--- src/rtl/vga_fb_arbiter.sv ---
`default_nettype none
// ============================================================================
// Module      : vga_fb_arbiter
// Description : Shares one single-port synchronous frame-buffer RAM
//               (1-cycle read latency) between the display fetch and a
//               single writer. The display owns the port whenever video_on
//               is high. The writer is served only during blanking, through
//               a req/ack handshake, and then waits one dead cycle after
//               each write. Drives pixel colour and the sync signals with
//               matched 2-clk latency.
// Ports       : clk, rst (async, active-low)
//               p_tick, video_on, pixel_y, hsync_in, vsync_in : from vga_sync
//               wr_req/wr_addr/wr_data -> wr_ack             : writer handshake
//               mem_addr/mem_we/mem_wdata, mem_rdata         : RAM port
//               rgb, hsync, vsync                            : VGA pins
//               frame_start                                  : display address wrap
// Revision    : 1.0 - initial release
// ============================================================================
module vga_fb_arbiter #(
  parameter int H_ACTIVE = 640,
  parameter int V_ACTIVE = 480,
  parameter int ADDR_W   = 19,
  parameter int DATA_W   = 3
) (
  input  logic              clk,
  input  logic              rst,
  input  logic              p_tick,
  input  logic              video_on,
  input  logic [9:0]        pixel_y,
  input  logic              hsync_in,
  input  logic              vsync_in,
  input  logic              wr_req,
  input  logic [ADDR_W-1:0] wr_addr,
  input  logic [DATA_W-1:0] wr_data,
  output logic              wr_ack,
  output logic [ADDR_W-1:0] mem_addr,
  output logic              mem_we,
  output logic [DATA_W-1:0] mem_wdata,
  input  logic [DATA_W-1:0] mem_rdata,
  output logic [DATA_W-1:0] rgb,
  output logic              hsync,
  output logic              vsync,
  output logic              frame_start
);

  localparam logic [ADDR_W-1:0] c_frame_px  = ADDR_W'(H_ACTIVE * V_ACTIVE);
  localparam logic [9:0]        c_last_line = 10'(V_ACTIVE);

  localparam logic [0:0] c_st_idle = 1'b0;
  localparam logic [0:0] c_st_hold = 1'b1;

  logic [0:0]        state_q, state_d;
  logic              grant;
  logic [ADDR_W-1:0] disp_addr_q, disp_addr_d;
  logic              frame_load;
  logic              load_prev_q;
  logic              frame_start_q;
  logic              von_d1_q;
  logic [DATA_W-1:0] rgb_q;
  logic [1:0]        hs_pipe_q;
  logic [1:0]        vs_pipe_q;

  // First line below the visible area: display address returns to 0.
  assign frame_load = ~video_on & (pixel_y == c_last_line);

  // --------------------------------------------------------------------------
  // Writer FSM: state register
  // --------------------------------------------------------------------------
  always_ff @(posedge clk or negedge rst) begin
    if (!rst) begin
      state_q <= c_st_idle;
    end else begin
      state_q <= state_d;
    end
  end

  // Writer FSM: next state. HOLD is the single dead cycle after a write.
  always_comb begin
    state_d = state_q;
    case (state_q)
      c_st_idle: if (grant) state_d = c_st_hold;
      c_st_hold: state_d = c_st_idle;
      default:   state_d = c_st_idle;
    endcase
  end

  // Writer FSM: outputs / port mux. rst is folded in so the handshake
  // drops immediately on reset, without waiting for a clock edge.
  always_comb begin
    grant     = rst & (state_q == c_st_idle) & ~video_on & wr_req;
    wr_ack    = grant;
    mem_we    = grant;
    mem_addr  = grant ? wr_addr : disp_addr_q;
    mem_wdata = grant ? wr_data : '0;
  end

  // --------------------------------------------------------------------------
  // Display address counter. The increment and the frame load need opposite
  // video_on values, so they can never collide. The counter holds at the
  // frame size as a guard against a malformed sync stream.
  // --------------------------------------------------------------------------
  always_comb begin
    disp_addr_d = disp_addr_q;
    if (video_on & p_tick) begin
      if (disp_addr_q != c_frame_px) disp_addr_d = disp_addr_q + ADDR_W'(1);
    end else if (frame_load) begin
      disp_addr_d = '0;
    end
  end

  // --------------------------------------------------------------------------
  // Datapath registers: address counter, frame_start edge detect, pixel pipe
  // and 2-stage sync pipes (rgb is 2 clk behind vga_sync: RAM + output reg).
  // --------------------------------------------------------------------------
  always_ff @(posedge clk or negedge rst) begin
    if (!rst) begin
      disp_addr_q   <= '0;
      load_prev_q   <= 1'b0;
      frame_start_q <= 1'b0;
      von_d1_q      <= 1'b0;
      rgb_q         <= '0;
      hs_pipe_q     <= '0;
      vs_pipe_q     <= '0;
    end else begin
      disp_addr_q   <= disp_addr_d;
      load_prev_q   <= frame_load;
      frame_start_q <= frame_load & ~load_prev_q;
      von_d1_q      <= video_on;
      // Blank whenever the read was not a display fetch; write data never
      // leaks to the pins because grants only happen with video_on low.
      rgb_q         <= von_d1_q ? mem_rdata : '0;
      hs_pipe_q     <= {hs_pipe_q[0], hsync_in};
      vs_pipe_q     <= {vs_pipe_q[0], vsync_in};
    end
  end

  assign rgb         = rgb_q;
  assign hsync       = hs_pipe_q[1];
  assign vsync       = vs_pipe_q[1];
  assign frame_start = frame_start_q;

endmodule
`default_nettype wire

--- config.mk ---
export PLATFORM = sky130hd
export DESIGN_NAME = vga_fb_arbiter
export DESIGN_NICKNAME = d
export VERILOG_FILES = /design/src/rtl/vga_fb_arbiter.sv
export SDC_FILE = /design/constraint.sdc
export NUM_CORES = 1
export LEC_CHECK = 0
export CAP_MARGIN = 20
export CORE_MARGIN = 4
export CORE_UTILIZATION = 55
export DETAILED_ROUTE_END_ITERATION = 7
export DONT_BUFFER_PORTS = 1
export PLACE_DENSITY = 0.71
export SLEW_MARGIN = 20
export SYNTH_ARGS = -nofsm -noshare
export SYNTH_HDL_FRONTEND = slang
export SYNTH_SLANG_ARGS = --single-unit
--- constraint.sdc ---
create_clock -name clk -period 2.6 [get_ports clk]
set_clock_uncertainty 0.1 [all_clocks]
set_input_delay 0.52 -clock clk [delete_from_list [all_inputs] [get_ports clk]]
set_output_delay 0.52 -clock clk [all_outputs]
set_load 0.01 [all_outputs]
==> results of run 1 <==
## layout by cell type (no fill, tap or decap), types with 2 or more instances in the layout
| cell | synthesis | layout |
|---|---|---|
| a21oi_1 | 8 | 8 |
| nor4_1 | 4 | 4 |
| nand2_1 | 19 | 19 |
| clkbuf_4 | 0 | 5 |
| buf_4 | 1 | 4 |
| inv_1 | 4 | 4 |
| and3_1 | 4 | 4 |
| o21ai_0 | 20 | 20 |
| nand4_1 | 5 | 5 |
| nor4bb_1 | 3 | 2 |
| bufinv_16 | 0 | 2 |
| dfrtp_1 | 30 | 30 |
| o21ai_1 | 2 | 2 |
| nor3_2 | 2 | 2 |
| ha_1 | 2 | 2 |
| a31oi_1 | 9 | 9 |
| mux2_2 | 16 | 16 |
| a41oi_1 | 2 | 2 |
| and2_1 | 8 | 8 |
| nor2_1 | 9 | 9 |
| o31ai_1 | 2 | 2 |
| nand3_1 | 4 | 4 |
## through the flow
| stage | cells | hold WS (ps) | util (%) |
|---|---|---|---|
| floorplan | 179 | 124 | - |
| global placement | 219 | 125 | 58.3 |
| detailed placement | 219 | 125 | 58.3 |
| CTS | 229 | 99.5 | 63.0 |
| global route | 229 | 92.3 | 63.1 |
| finish | 229 | 117 | 63.1 |
## final cells by class
cell class	instances	area (um^2)
clock inverter	2	60.1
fill	262	1130
tap	44	55.1
inverter	4	15.0
sequential	30	751
clock buffer	6	51.3
multi-input combinational	136	922
timing repair buffer	7	71.3
## path summary, 6_finish.rpt
path	slack (ps)	start	to	cells past startpoint
setup / recovery	100	state_q	mem_addr[15]	3
hold / removal	120	vsync_in	vs_pipe_q[0]	0
setup reg to reg	290	disp_addr_q[1]	disp_addr_q[17]	8
hold reg to reg	250	vs_pipe_q[0]	vs_pipe_q[1]	0
max in group asynchronous	1710	rst	state_q	2
min in group asynchronous	520	rst	disp_addr_q[11]	2
## what timing repair did
item                                    in CTS  in global routing
buffers inserted                             0                  0
hold buffers                                 2                  0
hold endpoints to repair                    30                  0
resized for setup                            0                  1
endpoints found under the setup margin       0                  6
## per-layer routing
metal,global-route usage (%),up-vias
li1,-,669
met1,23.8,681
met2,34.4,59
met3,5.45,5
met4,5.80,0
met5,0,-
## power by group
group	leakage, nW	switching [mW]	internal [mW]
logic	0.407	0.0704	0.0495
clock network	0.0585	0.164	0.326
registers	0.401	0.0181	0.484
total	0.866	0.253	0.859
## logic make-up after synthesis
logic type      Yosys count  synth area share (%)
mux                      16                  10.3
fa+ha+maj                 2                  1.44
simple gates             70                  23.9
compound gates           48                  16.4
buf+inv                  13                  4.88
flops                    30                  43.1
## worst max-delay path, stage by stage, from the launching register on
cell	delay, ps
dfrtp_1	420
nor4bb_4	490
buf_4	270
mux2_2	390
## state kept, by name, indices dropped and copies added (netlist names)
register and count:
von_d1_q 1, frame_start 1, hs_pipe_q 2, disp_addr_q 19
vs_pipe_q 2, rgb 3, state_q 1, load_prev_q 1
==> results.md, run 1 <==
* Hold Violations, Final at 0
* Worst path required time at roughly 2000 ps
* Gr usage total at roughly a fifth
* Top cells by area, synth: dfrtp_1 (43%), mux2_2 (10%), o21ai_0 (5.7%), nand2_1 (4.1%), a31oi_1 (3.2%)
* Largest net degree at the start of global routing at 31
* Routability cong. at roughly 0.85
* Total Power at 1.11 mW
* Kind of critical path: reg2out
* Final Cycle Share at 96.3%
* Status: finished clean
* RSZ-0062 raised after global routing: yes
* Fmax at roughly 400 MHz
* H-tree levels at 2
* Cell Area, Placed at between 0.0015 and 0.002 mm^2
* Final Setup Violations at 0
* Post-route cell area at 0.00193 mm^2
* Syn Area/Cell at between 9 and 10 um^2
* Gate Count Post-Synth at about 180
* Post-DRT Antenna Nets at 0
* Drt drc at 0
* Synth Cell Area at ~0.0017 mm^2
* Post-detail-place hpwl at between 2 and 3 mm
* Root Driver: clkbuf_4
* Asr flop ratio synth at 100%
* Antenna violations before repair at 0
* Clock slew seen by the registers of the worst setup and hold paths at ~90 ps
* Max-Slew Margin vs Limit at slightly below 60%
* Setup ws final at roughly 95 ps
* Layout area overhead at 10.5%
* First-pass GRT wire length at between 6 and 7 mm
* TritonCTS clock tree: yes
* EDFF count, synth at 0
* TritonCTS sink count at 30
* Most common cell in the netlist: dfrtp_1
* Sequential area share after synthesis at 43.1%
* Vias/cell at about 6.2
* Worst hold path type: in2reg
* Final wirelength at around 3.8 mm
* MaxCap Viol Count at 0
* Top post-synthesis cells by count: dfrtp_1 (30), o21ai_0 (20), nand2_1 (19), mux2_2 (16)
* Top layer reached by signal wires: met4
* Ant diodes at 0
* Vias at about 1400
* Clock Tree Buf Depth at 2
* CP arrival at about 1900 ps
* I/O pin count at 72
* Gr ovfl total at 0
* Port Buf Inserts at 0
* Most used flip-flop cell after synthesis: dfrtp_1
* Cell Rows at 20
* Met2 wire len at a little under 2 mm
* Number of synthesized register bits at 30
* Die Y at about 64 um
* Worst skew pair latency at approximately 320 ps
* Nets at 228
* Setup_tns at 0 ps
* Initial Utilization at a little under three fifths
* PD cells at about 580 mW/mm^2
* Worst-margin pin slew at slightly above 600 ps
* Syn Nets at around 220
* Pre-CTS setup slack at roughly 260 ps
* Crit path max fanout at 10
* Top-area cell type share of the netlist area at around 43%
* M1 WL at around 1.6 mm
* Wire per inst at 16.7 um
* Final Critical Period at approximately 2500 ps
* Synth unique cells at 40
* Die area at 0.00413 mm^2
* Pre-antenna DRT Iters at 4
* Share of cells above drive strength 1 at a little over a fifth
* Initial DRC count at slightly above 80
* Chip width at between 60 and 70 um
* Worst Setup End Kind: output port
* Number of global-route vias before repair at between 1000 and 1500
* Metal3 WL at about 240 um
* Peak supply drop at between 0.3 and 0.4 mV
* Total number of yosys warnings at 0
* Inserted Clock Buffers at 5
* Yosys top cell by area: dfrtp_1
* CP Launch Type: register
* Max-slew violations at 0
* Lkg Pwr at roughly 0.87 nW
* Core Box Area at roughly 0.0031 mm^2
No activity file was read; power rests on OpenSTA's default activity.
==> inputs of run 2 (changes only) <==
Settings changed: CORE_MARGIN 4 to default.
==> run 2 against run 1 <==
Net effect:
- sequential share of layout area increased by 0.54 points
- via count fell by 1.1%
- global-route usage increased by 3.3 points
- critical path depth unchanged
- fmax fell by 2.0%
- core utilization fell by 0.35 points
- sequential power is essentially flat
- routed wire length is 5.1% lower
- cell count unchanged
- first-iteration DRC count is 51% lower
- design area decreased by 1.4%
- worst hold slack worse by 1.1 ps
- largest cell class unchanged
- largest power group unchanged
==> results.md, run 2 (same netlist as run 1, synthesis figures left out) <==
* H-tree levels at 2 (unchanged)
* Worst-margin pin slew at 565 ps (was 614 ps)
* Inserted Clock Buffers at 5 (unchanged)
* Nets at 228 (unchanged)
* Most common cell after layout, fill and taps aside: dfrtp_1 (unchanged)
* TritonCTS clock tree: yes (unchanged)
* CP Launch Type: register (unchanged)
* Layout area overhead at 8.97% (was 10.5%)
* Hold Violations, Final at 0 (unchanged)
* Setup ws final at 44.1 ps (was 95.4 ps)
* Gr usage total at 23.1% (was 19.8%)
* Cell Rows at 20 (unchanged)
* Final Setup Violations at 0 (unchanged)
* Worst path top cell family by delay: simple AND/OR/NAND/NOR gates (unchanged)
* Levels on crit path at 3 (unchanged)
* Fmax at 391 MHz (was 399 MHz)
* CP arrival at 1940 ps (was 1880 ps)
* Ant diodes at 0 (unchanged)
* Worst hold path type: in2reg (unchanged)
* Worst skew pair latency at 320 ps (about the same)
* I/O pin count at 72 (unchanged)
* Crit path from: state_q (unchanged)
* Pre-CTS setup slack at 261 ps (was 262 ps)
* Status: finished clean (unchanged)
* Die area at 0.00340 mm^2 (was 0.00413 mm^2)
* Fill cell count at 264 (was 262)
* TritonCTS sink count at 30 (unchanged)
* Initial DRC count at 40 (was 81)
* Max reg flops at 19 (unchanged)
* Worst Setup End Kind: output port (unchanged)
* Post-detail-place hpwl at 2.71 mm (was 2.93 mm)
* Wire per inst at 15.9 um (was 16.7 um)
* Share of cells above drive strength 1 at 21.1% (unchanged)
* RR Startpoint: disp_addr_q[1] (unchanged)
* Number of global-route vias before repair at 1332 (was 1359)
* Core Util, Final at 62.7% (was 63.1%)
* Max-Slew Margin vs Limit at 62.0% (was 58.7%)
* Clock slew seen by the registers of the worst setup and hold paths at 90 ps (about the same)
* Slowest-stage cell, CP: nor4bb_4 (unchanged)
* PD cells at 516 mW/mm^2 (was 577 mW/mm^2)
* Setup_tns at 0 ps (unchanged)
* Final Critical Period at 2560 ps (was 2500 ps)
* Total Power at 0.981 mW (was 1.11 mW)
* Crit path max fanout at 16 (was 10)
* Lkg Pwr at 0.854 nW (was 0.866 nW)
* Internal reg-to-reg setup slack at 280 ps (was 290 ps)
* Initial Utilization at 57.6% (was 57.1%)
* Buffers & Inverters on Critical Path at 1 (unchanged)
* Vias/cell at 6.10 (was 6.17)
* Post-DRT Antenna Nets at 0 (unchanged)
* Chip width at 58.3 um (was 64.3 um)
* Root Driver: clkbuf_4 (unchanged)
* Vias at 1398 (was 1414)
* Worst r2r dst: disp_addr_q[17] (unchanged)
* Core Box Area at 0.00303 mm^2 (was 0.00305 mm^2)
* Port Buf Inserts at 0 (unchanged)
* FF-to-FF path depth at 8 (unchanged)
* Crit path to: mem_addr[6] (was mem_addr[15])
* Largest net degree at the start of global routing at 31 (unchanged)
* Max-slew violations at 0 (unchanged)
* Worst path required time at 1980 ps (about the same)
* Final wirelength at 3.64 mm (was 3.83 mm)
* Antenna violations before repair at 0 (unchanged)
* Peak supply drop at 0.401 mV (was 0.379 mV)
* Final Cycle Share at 98.3% (was 96.3%)
* Drt drc at 0 (unchanged)
* Critical Path, Cell by Cell: nor4bb_4, buf_6, mux2_2 (was nor4bb_4, buf_4, mux2_2)
* Gr ovfl total at 0 (unchanged)
* First-pass GRT wire length at 5.90 mm (was 6.33 mm)
* Most frequent cells in the layout: dfrtp_1 (30), o21ai_0 (20), nand2_1 (19) (unchanged)
* Routability cong. at 0.874 (was 0.846)
* Biggest register: disp_addr_q (unchanged)
* MaxCap Viol Count at 0 (unchanged)
* Kind of critical path: reg2out (unchanged)
* Clock Tree Buf Depth at 2 (unchanged)
* Max stage delay on crit path at 560 ps (was 490 ps)
* RSZ-0062 raised after global routing: yes (unchanged)
* # Post-CTS Setup Buffers at 0 (unchanged)
* Die Y at 58.3 um (was 64.3 um)
* Pre-antenna DRT Iters at 4 (unchanged)
==> run 2: worst min-delay path by stage <==
stage,end,cells after the start,from
finish,hs_pipe_q[0],0,hsync_in
global route,von_d1_q,0,video_on
CTS,hs_pipe_q[0],0,hsync_in
detailed placement,rgb[1],0,rst
global placement,hs_pipe_q[1],0,rst
floorplan,disp_addr_q[0],0,rst
==> run 2: where the power goes <==
group          leakage [nW]  switching [mW]  internal (mW)  total [mW]
logic                 0.409          0.0706         0.0503       0.121
registers             0.401          0.0191          0.484       0.503
clock network        0.0450           0.158          0.199       0.357
total                 0.854           0.248          0.733       0.981
==> run 2: stage by stage <==
stage | hold slack, ps | cell area, um^2 | std cells
after floorplan | 124 | 1740 | 179
after global placement | 125 | 1780 | 219
after detailed placement | 125 | 1780 | 219
after CTS | 99.7 | 1890 | 229
after global routing | 84.0 | 1900 | 229
final | 116 | 1900 | 229
==> run 2: what timing repair did <==
item                       in CTS  in global routing
gates resized for setup         0                  3
pin swaps                       1                  1
setup endpoints to repair       6                 14
hold endpoints to repair       30                  0
hold buffers                    2                  0
==> run 2: cell type report <==
| class | count | area, um^2 | share of cell area (%) |
|---|---|---|---|
| multi-input combinational | 136 | 926 | 48.7 |
| tap | 44 | 55.1 | 2.90 |
| inverter | 4 | 15.0 | 0.791 |
| sequential | 30 | 751 | 39.5 |
| timing repair buffer | 7 | 75.1 | 3.95 |
| clock buffer | 5 | 37.5 | 1.98 |
| clock inverter | 3 | 40.0 | 2.11 |
==> run 2: per-layer routing <==
layer | vias up | share of wire [%] | global-route usage, %
met5 | - | 0 | 0
met4 | 0 | 0.63 | 6.12
met2 | 58 | 51 | 40.7
met3 | 3 | 6.0 | 6.37
li1 | 673 | - | -
met1 | 664 | 42 | 27.9
